## src/rtl/switch_stm_pkg.sv

```systemverilog
// Shared definitions for the sel-driven stream switch blocks.
// Lane indices match those used by the sel-driven output multiplexers.
package switch_stm_pkg;

    localparam int SEL_WIDTH = 3;

    localparam int LANE_A = 0;
    localparam int LANE_B = 1;
    localparam int LANE_C = 2;

    // A sel value only addresses a lane when it is below the lane count.
    function automatic logic lane_valid(input int unsigned sel, input int unsigned n_out);
        return sel < n_out;
    endfunction

endpackage

```

## src/rtl/switch_stm_demux_if.sv

```systemverilog
// Stream bus of the 1-to-N demux: one sel-tagged input stream, N handshaked output lanes.
// master = producer/consumer side, slave = demux side.
interface switch_stm_demux_if
    import switch_stm_pkg::*;
#(
    parameter int DATA_WIDTH = 8,
    parameter int N_OUT      = 3,
    parameter int SEL_WIDTH  = switch_stm_pkg::SEL_WIDTH,
    parameter int CNT_WIDTH  = 16
);
    logic [DATA_WIDTH-1:0]       din_data;
    logic [SEL_WIDTH-1:0]        din_sel;
    logic                        din_vld;
    logic                        din_rd;
    logic [N_OUT*DATA_WIDTH-1:0] dout_data;
    logic [N_OUT-1:0]            dout_vld;
    logic [N_OUT-1:0]            dout_rd;
    logic [CNT_WIDTH-1:0]        drop_cnt;

    modport master (
        output din_data, din_sel, din_vld, dout_rd,
        input  din_rd, dout_data, dout_vld, drop_cnt
    );

    modport slave (
        input  din_data, din_sel, din_vld, dout_rd,
        output din_rd, dout_data, dout_vld, drop_cnt
    );

endinterface

```

## src/rtl/hs_reg_slice.sv

```systemverilog
// One-entry valid/ready register slice with simultaneous drain and load.
// Latency: 1 cycle from load to vld. Backpressure: free = !vld | rd; caller loads only when free.
module hs_reg_slice #(
    parameter int DATA_WIDTH = 8
) (
    input  logic                  clk,
    input  logic                  rst_n,
    input  logic                  load,
    input  logic [DATA_WIDTH-1:0] load_data,
    input  logic                  rd,
    output logic                  vld,
    output logic [DATA_WIDTH-1:0] data,
    output logic                  free
);

    assign free = !vld || rd;

    // Load wins over drain so a same-cycle drain+load keeps the lane full with the new word.
    always_ff @(posedge clk or negedge rst_n) begin
        if (!rst_n) begin
            vld  <= 1'b0;
            data <= '0;
        end else if (load) begin
            vld  <= 1'b1;
            data <= load_data;
        end else if (rd) begin
            vld  <= 1'b0;
        end
    end

endmodule

```

## src/rtl/switch_stm_demux.sv

```systemverilog
// Registered 1-to-N demux: routes each word to lane din_sel, drops and counts sel >= N_OUT.
// Latency: 1 cycle per lane. Backpressure: din_rd follows only the addressed lane; drops never stall.
module switch_stm_demux
    import switch_stm_pkg::*;
#(
    parameter int DATA_WIDTH = 8,
    parameter int N_OUT      = 3,
    parameter int SEL_WIDTH  = switch_stm_pkg::SEL_WIDTH,
    parameter int CNT_WIDTH  = 16
) (
    input  logic               clk,
    input  logic               rst_n,
    switch_stm_demux_if.slave  bus
);

    logic [N_OUT-1:0]          lane_free;
    logic [N_OUT-1:0]          lane_load;
    logic [N_OUT-1:0]          lane_vld;
    logic [DATA_WIDTH-1:0]     lane_data [N_OUT];
    logic [2**SEL_WIDTH-1:0]   free_pad;
    logic [N_OUT*DATA_WIDTH-1:0] dout_data_w;
    logic [CNT_WIDTH-1:0]      drop_cnt_q;
    logic                      sel_ok;
    logic                      accept;

    assign sel_ok = lane_valid(int'(bus.din_sel), N_OUT);

    // Unmapped sel codes read as always-free so dropped words are consumed immediately.
    always_comb begin
        free_pad = '1;
        for (int i = 0; i < N_OUT; i++) begin
            free_pad[i] = lane_free[i];
        end
    end

    assign bus.din_rd = rst_n && free_pad[bus.din_sel];
    assign accept     = bus.din_vld && bus.din_rd;

    for (genvar i = 0; i < N_OUT; i++) begin : g_lane
        assign lane_load[i] = accept && sel_ok && (bus.din_sel == SEL_WIDTH'(i));

        hs_reg_slice #(
            .DATA_WIDTH (DATA_WIDTH)
        ) u_slice (
            .clk       (clk),
            .rst_n     (rst_n),
            .load      (lane_load[i]),
            .load_data (bus.din_data),
            .rd        (bus.dout_rd[i]),
            .vld       (lane_vld[i]),
            .data      (lane_data[i]),
            .free      (lane_free[i])
        );
    end

    always_comb begin
        dout_data_w = '0;
        for (int i = 0; i < N_OUT; i++) begin
            dout_data_w[i*DATA_WIDTH +: DATA_WIDTH] = lane_data[i];
        end
    end

    assign bus.dout_data = dout_data_w;
    assign bus.dout_vld  = lane_vld;

    always_ff @(posedge clk or negedge rst_n) begin
        if (!rst_n) begin
            drop_cnt_q <= '0;
        end else if (accept && !sel_ok && (drop_cnt_q != '1)) begin
            drop_cnt_q <= drop_cnt_q + CNT_WIDTH'(1);
        end
    end

    assign bus.drop_cnt = drop_cnt_q;

endmodule

```

## src/flat_wrapper.sv

```systemverilog
// flat-port wrapper written by rule: the top's interface ports become plain ports
module switch_stm_demux_flat import switch_stm_pkg::*;
#(
    parameter int DATA_WIDTH = 8,
    parameter int N_OUT      = 3,
    parameter int SEL_WIDTH  = switch_stm_pkg::SEL_WIDTH,
    parameter int CNT_WIDTH  = 16
)
  (clk, rst_n, bus_din_data, bus_din_sel, bus_din_vld, bus_dout_rd, bus_din_rd, bus_dout_data, bus_dout_vld, bus_drop_cnt);
  switch_stm_demux_if #(.DATA_WIDTH(DATA_WIDTH), .N_OUT(N_OUT), .SEL_WIDTH(SEL_WIDTH), .CNT_WIDTH(CNT_WIDTH)) bus_i ();
  input  logic clk;
  input  logic rst_n;
  input wire logic [$bits(bus_i.din_data)-1:0] bus_din_data;
  input wire logic [$bits(bus_i.din_sel)-1:0] bus_din_sel;
  input wire logic [$bits(bus_i.din_vld)-1:0] bus_din_vld;
  input wire logic [$bits(bus_i.dout_rd)-1:0] bus_dout_rd;
  output wire logic [$bits(bus_i.din_rd)-1:0] bus_din_rd;
  output wire logic [$bits(bus_i.dout_data)-1:0] bus_dout_data;
  output wire logic [$bits(bus_i.dout_vld)-1:0] bus_dout_vld;
  output wire logic [$bits(bus_i.drop_cnt)-1:0] bus_drop_cnt;
  assign bus_i.din_data = bus_din_data;
  assign bus_i.din_sel = bus_din_sel;
  assign bus_i.din_vld = bus_din_vld;
  assign bus_i.dout_rd = bus_dout_rd;
  assign bus_din_rd = bus_i.din_rd;
  assign bus_dout_data = bus_i.dout_data;
  assign bus_dout_vld = bus_i.dout_vld;
  assign bus_drop_cnt = bus_i.drop_cnt;
  switch_stm_demux #(.DATA_WIDTH(DATA_WIDTH), .N_OUT(N_OUT), .SEL_WIDTH(SEL_WIDTH), .CNT_WIDTH(CNT_WIDTH)) u_core (.clk(clk), .rst_n(rst_n), .bus(bus_i));
endmodule
```

## config.mk

```make
export PLATFORM = sky130hd
export DESIGN_NAME = switch_stm_demux_flat
export DESIGN_NICKNAME = d
export VERILOG_FILES = /design/src/rtl/switch_stm_pkg.sv /design/src/rtl/switch_stm_demux_if.sv /design/src/rtl/hs_reg_slice.sv /design/src/rtl/switch_stm_demux.sv /design/src/flat_wrapper.sv
export SDC_FILE = /design/constraint.sdc
export NUM_CORES = 1
export LEC_CHECK = 0
export ABC_AREA = 1
export CELL_PAD_IN_SITES_DETAIL_PLACEMENT = 1
export CELL_PAD_IN_SITES_GLOBAL_PLACEMENT = 1
export CORE_ASPECT_RATIO = 1.25
export CORE_UTILIZATION = 39
export DETAILED_ROUTE_END_ITERATION = 8
export MAX_ROUTING_LAYER = met4
export PLACE_DENSITY_LB_ADDON = 0.1
export SLEW_MARGIN = 5
export SYNTH_ARGS = -nofsm -noshare
export SYNTH_HDL_FRONTEND = slang
export SYNTH_SLANG_ARGS = --single-unit
```

## constraint.sdc

```tcl
create_clock -name clk -period 2.85 [get_ports clk]
set_clock_uncertainty 0.05 [all_clocks]
set_input_delay 0.4275 -clock clk [delete_from_list [all_inputs] [get_ports clk]]
set_output_delay 0.4275 -clock clk [all_outputs]
set_load 0.02 [all_outputs]
```

==> flow_metrics.tcl <==
set metrics [dict create \
    status "finished with violations" \
    violations "design-rule violations" \
    grt-ovfl-total 0 \
    slew_headroom 0.617 \
    io_pins 61 \
    drt_iter0_drc 95 \
    gr-usage-all-layers 0.222 \
    drc_errors 9 \
    cts_max_level 2 \
    grt_pass1_wl_mm 10.3 \
    num_vias 2080 \
    routed_wl_mm 6.32 \
    synthCells 275 \
    netlist_area_sq_um 2350 \
    cts_hold_buf 0 \
    drive_gt1_frac 0.137 \
    period_minus_slack_ps 2750 \
    fmax_mhz 364 \
    die_y_um 88.8 \
    wl_per_cell_um 15.7 \
    max_slew.worst_pin.slew_ps 574 \
    mostFrequentLayoutCells "97 x nand2_1, 59 x clkdlybuf4s50_1, 43 x dfrtp_1, 25 x nand4_1, 23 x nand3_1" \
    end_kind "primary output" \
    hp-class "input port to async pin" \
    start_util 0.404 \
    crit_type "input port to primary output" \
    seqPwrFrac 0.445 \
    coreArea_sq_um 5820 \
    hold_viol 0 \
    cts-root-buf "clkbuf_8" \
    timing.rr.end "u_core.bus.drop_cnt[2]" \
    post_cts_buffers 0 \
    cp_max_fo 5 \
    p_leak_uw 0.00148 \
    ant_nets 0 \
    io_buffers 60 \
    synthFlopType "dfrtp_1" \
    crit_path_max_incr_delay_ps 650 \
    required_ps 2370 \
    pwr_density_cell_nw_per_um2 577 \
    chipWidth_um 71.4 \
    final_max_slew_viol_count 0 \
    num_rows 31 \
    globalplace.congestion 0.750 \
    p_int_uw 1140 \
    crit_buf_inv 3 \
    async_flop_share 1.00 \
    clk_pin_slew_ps 90 \
    clkPwrFrac 0.237 \
    n_antenna_cell 0 \
    clk_latency_ps 310 \
    min_period_over_period 0.964 \
    cts.path.max_buffers 2 \
    dr.pass1.iters 6 \
    ys_types 23 \
    rr_worst_depth 7 \
    p_comb_frac 0.319 \
    cts_tree "yes" \
    whs_ps 159 \
    yosysTopAreaCell "dfrtp_1" \
    crit_top_cell "clkdlybuf4s50_1" \
    cp_top_family "buffers and inverters" \
    yosys-top-cells-area "dfrtp_1 46%, nand2_1 16%, nand4_1 6.7%, nand3_1 4.9%, nand2_2 3.5%" \
    area_growth_syn_to_layout_pct 30.4 \
    via_per_inst 5.17 \
    start_kind "input port" \
    avgSynthCellArea_sq_um 8.54 \
    switching_share 0.354 \
    synth-edff-count 0 \
    finalSetupViolCount 0 \
    p_switching_uw 625 \
    clock-sinks 43 \
    rsz0062_at_grt "false" \
    dieArea_sq_um 6340 \
    r2r_start "u_core.bus.drop_cnt[0]" \
    fin_setup_tns_ps 0 \
    grt_max_degree 45 \
    layout_commonest_cell "nand2_1" \
    antenna_found_initial 0 \
    yosysSeqAreaShare 0.458 \
    yosysWarnings 0 \
    ys_ff_latch 43 \
    maxCapViolCount 0 \
    path_cells "clkdlybuf4s50_1, nand2_1, nand2_2, inv_2, nand2_4, nor2_4, nor2_8, clkdlybuf4s50_1" \
    r2r_setup_slack_ps 810 \
    crit_slowest_cell "clkdlybuf4s50_1" \
    cp.arrival_ps 2270 \
    post_cts_resized 0 \
    n_fill_cell 702 \
    final_nets 353 \
    syn_nets 293 \
    hpwl_mm 4.58 \
    ir_worst_vdd_v 0.000324 \
    grt_pass1_vias 2102 \
    synth_top_area_frac 0.458 \
    numCtsBuffers 5 \
]
-- Yosys cell counts, types with 2 or more instances --
cell type	instances
nand2_1	97
dfrtp_1	43
nand4_1	25
nand3_1	23
nor2_1	15
inv_1	14
nand2_2	13
xnor2_1	7
xor2_1	6
buf_6	5
nor2_4	4
buf_2	3
buf_4	3
nand2_4	3
nand4_2	3
clkbuf_1	2
inv_2	2
nand4_4	2
-- flip-flops by register name, summed over array words and instances (netlist names) --
name                        flops
u_core.g_lane.u_slice.data     24
u_core.bus.drop_cnt            16
u_core.g_lane.u_slice.vld       3
-- worst reg2reg max path: cells and delay by family (launching register included) --
kind,cells,cell delay [ps]
simple gates,6,1280
flops,1,420
fa+ha+maj,1,240
-- final cells by class --
| class | instances | area [sq um] | area share |
|---|---|---|---|
| multi-input combinational | 203 | 1110 | 0.363 |
| sequential | 43 | 1080 | 0.351 |
| timing repair buffer | 66 | 641 | 0.209 |
| tap | 66 | 82.6 | 0.0270 |
| clock buffer | 5 | 68.8 | 0.0225 |
| inverter | 16 | 60.1 | 0.0196 |
| clock inverter | 3 | 23.8 | 0.00776 |
-- worst max path at each step --
stage | startpoint | depth (start not counted) | to
6_report | bus_din_sel[1] | 8 | bus_din_rd
5_1_grt | bus_din_sel[1] | 8 | bus_din_rd
4_1_cts | bus_din_sel[1] | 8 | bus_din_rd
3_5_place_dp | bus_din_sel[1] | 8 | bus_din_rd
3_3_place_gp | bus_din_sel[1] | 8 | bus_din_rd
2_1_floorplan | u_core.bus.drop_cnt[0] | 8 | u_core.bus.drop_cnt[13]
-- metal layers --
layer	wire length, um	share of wire	GRT usage
met2	3320	0.52	0.403
met1	2660	0.42	0.242
met4	109	0.017	0.0855
met5	0	0	-
met3	232	0.037	0.0376
-- stage by stage --
stage	instances	instance area (sq um)	power, uW	util	setup slack, ps
floorplan	275	2350	1080	-	1080
global placement	394	2970	1350	0.511	159
detailed placement	394	2970	1370	0.511	87.1
CTS	402	3060	1780	0.526	88.4
global route	402	3060	1850	0.526	15.0
finish	402	3060	1770	0.526	102
-- power groups by stage --
stage | sequential [uW] | combinational, uW | clock, uW
2_1_floorplan | 906 | 172 | 0
3_3_place_gp | 794 | 557 | 0
3_5_place_dp | 799 | 567 | 0
4_1_cts | 787 | 569 | 424
5_1_grt | 797 | 609 | 447
6_report | 786 | 563 | 419
-- cells by family after synthesis --
| kind of cell | after synthesis | share of synthesized area |
|---|---|---|
| simple gates | 189 | 0.419 |
| xor+xnor | 13 | 0.0485 |
| fa+ha+maj | 1 | 0.00533 |
| buf+inv | 29 | 0.0687 |
| flops | 43 | 0.458 |
No activity file was read; power rests on OpenSTA's default activity.
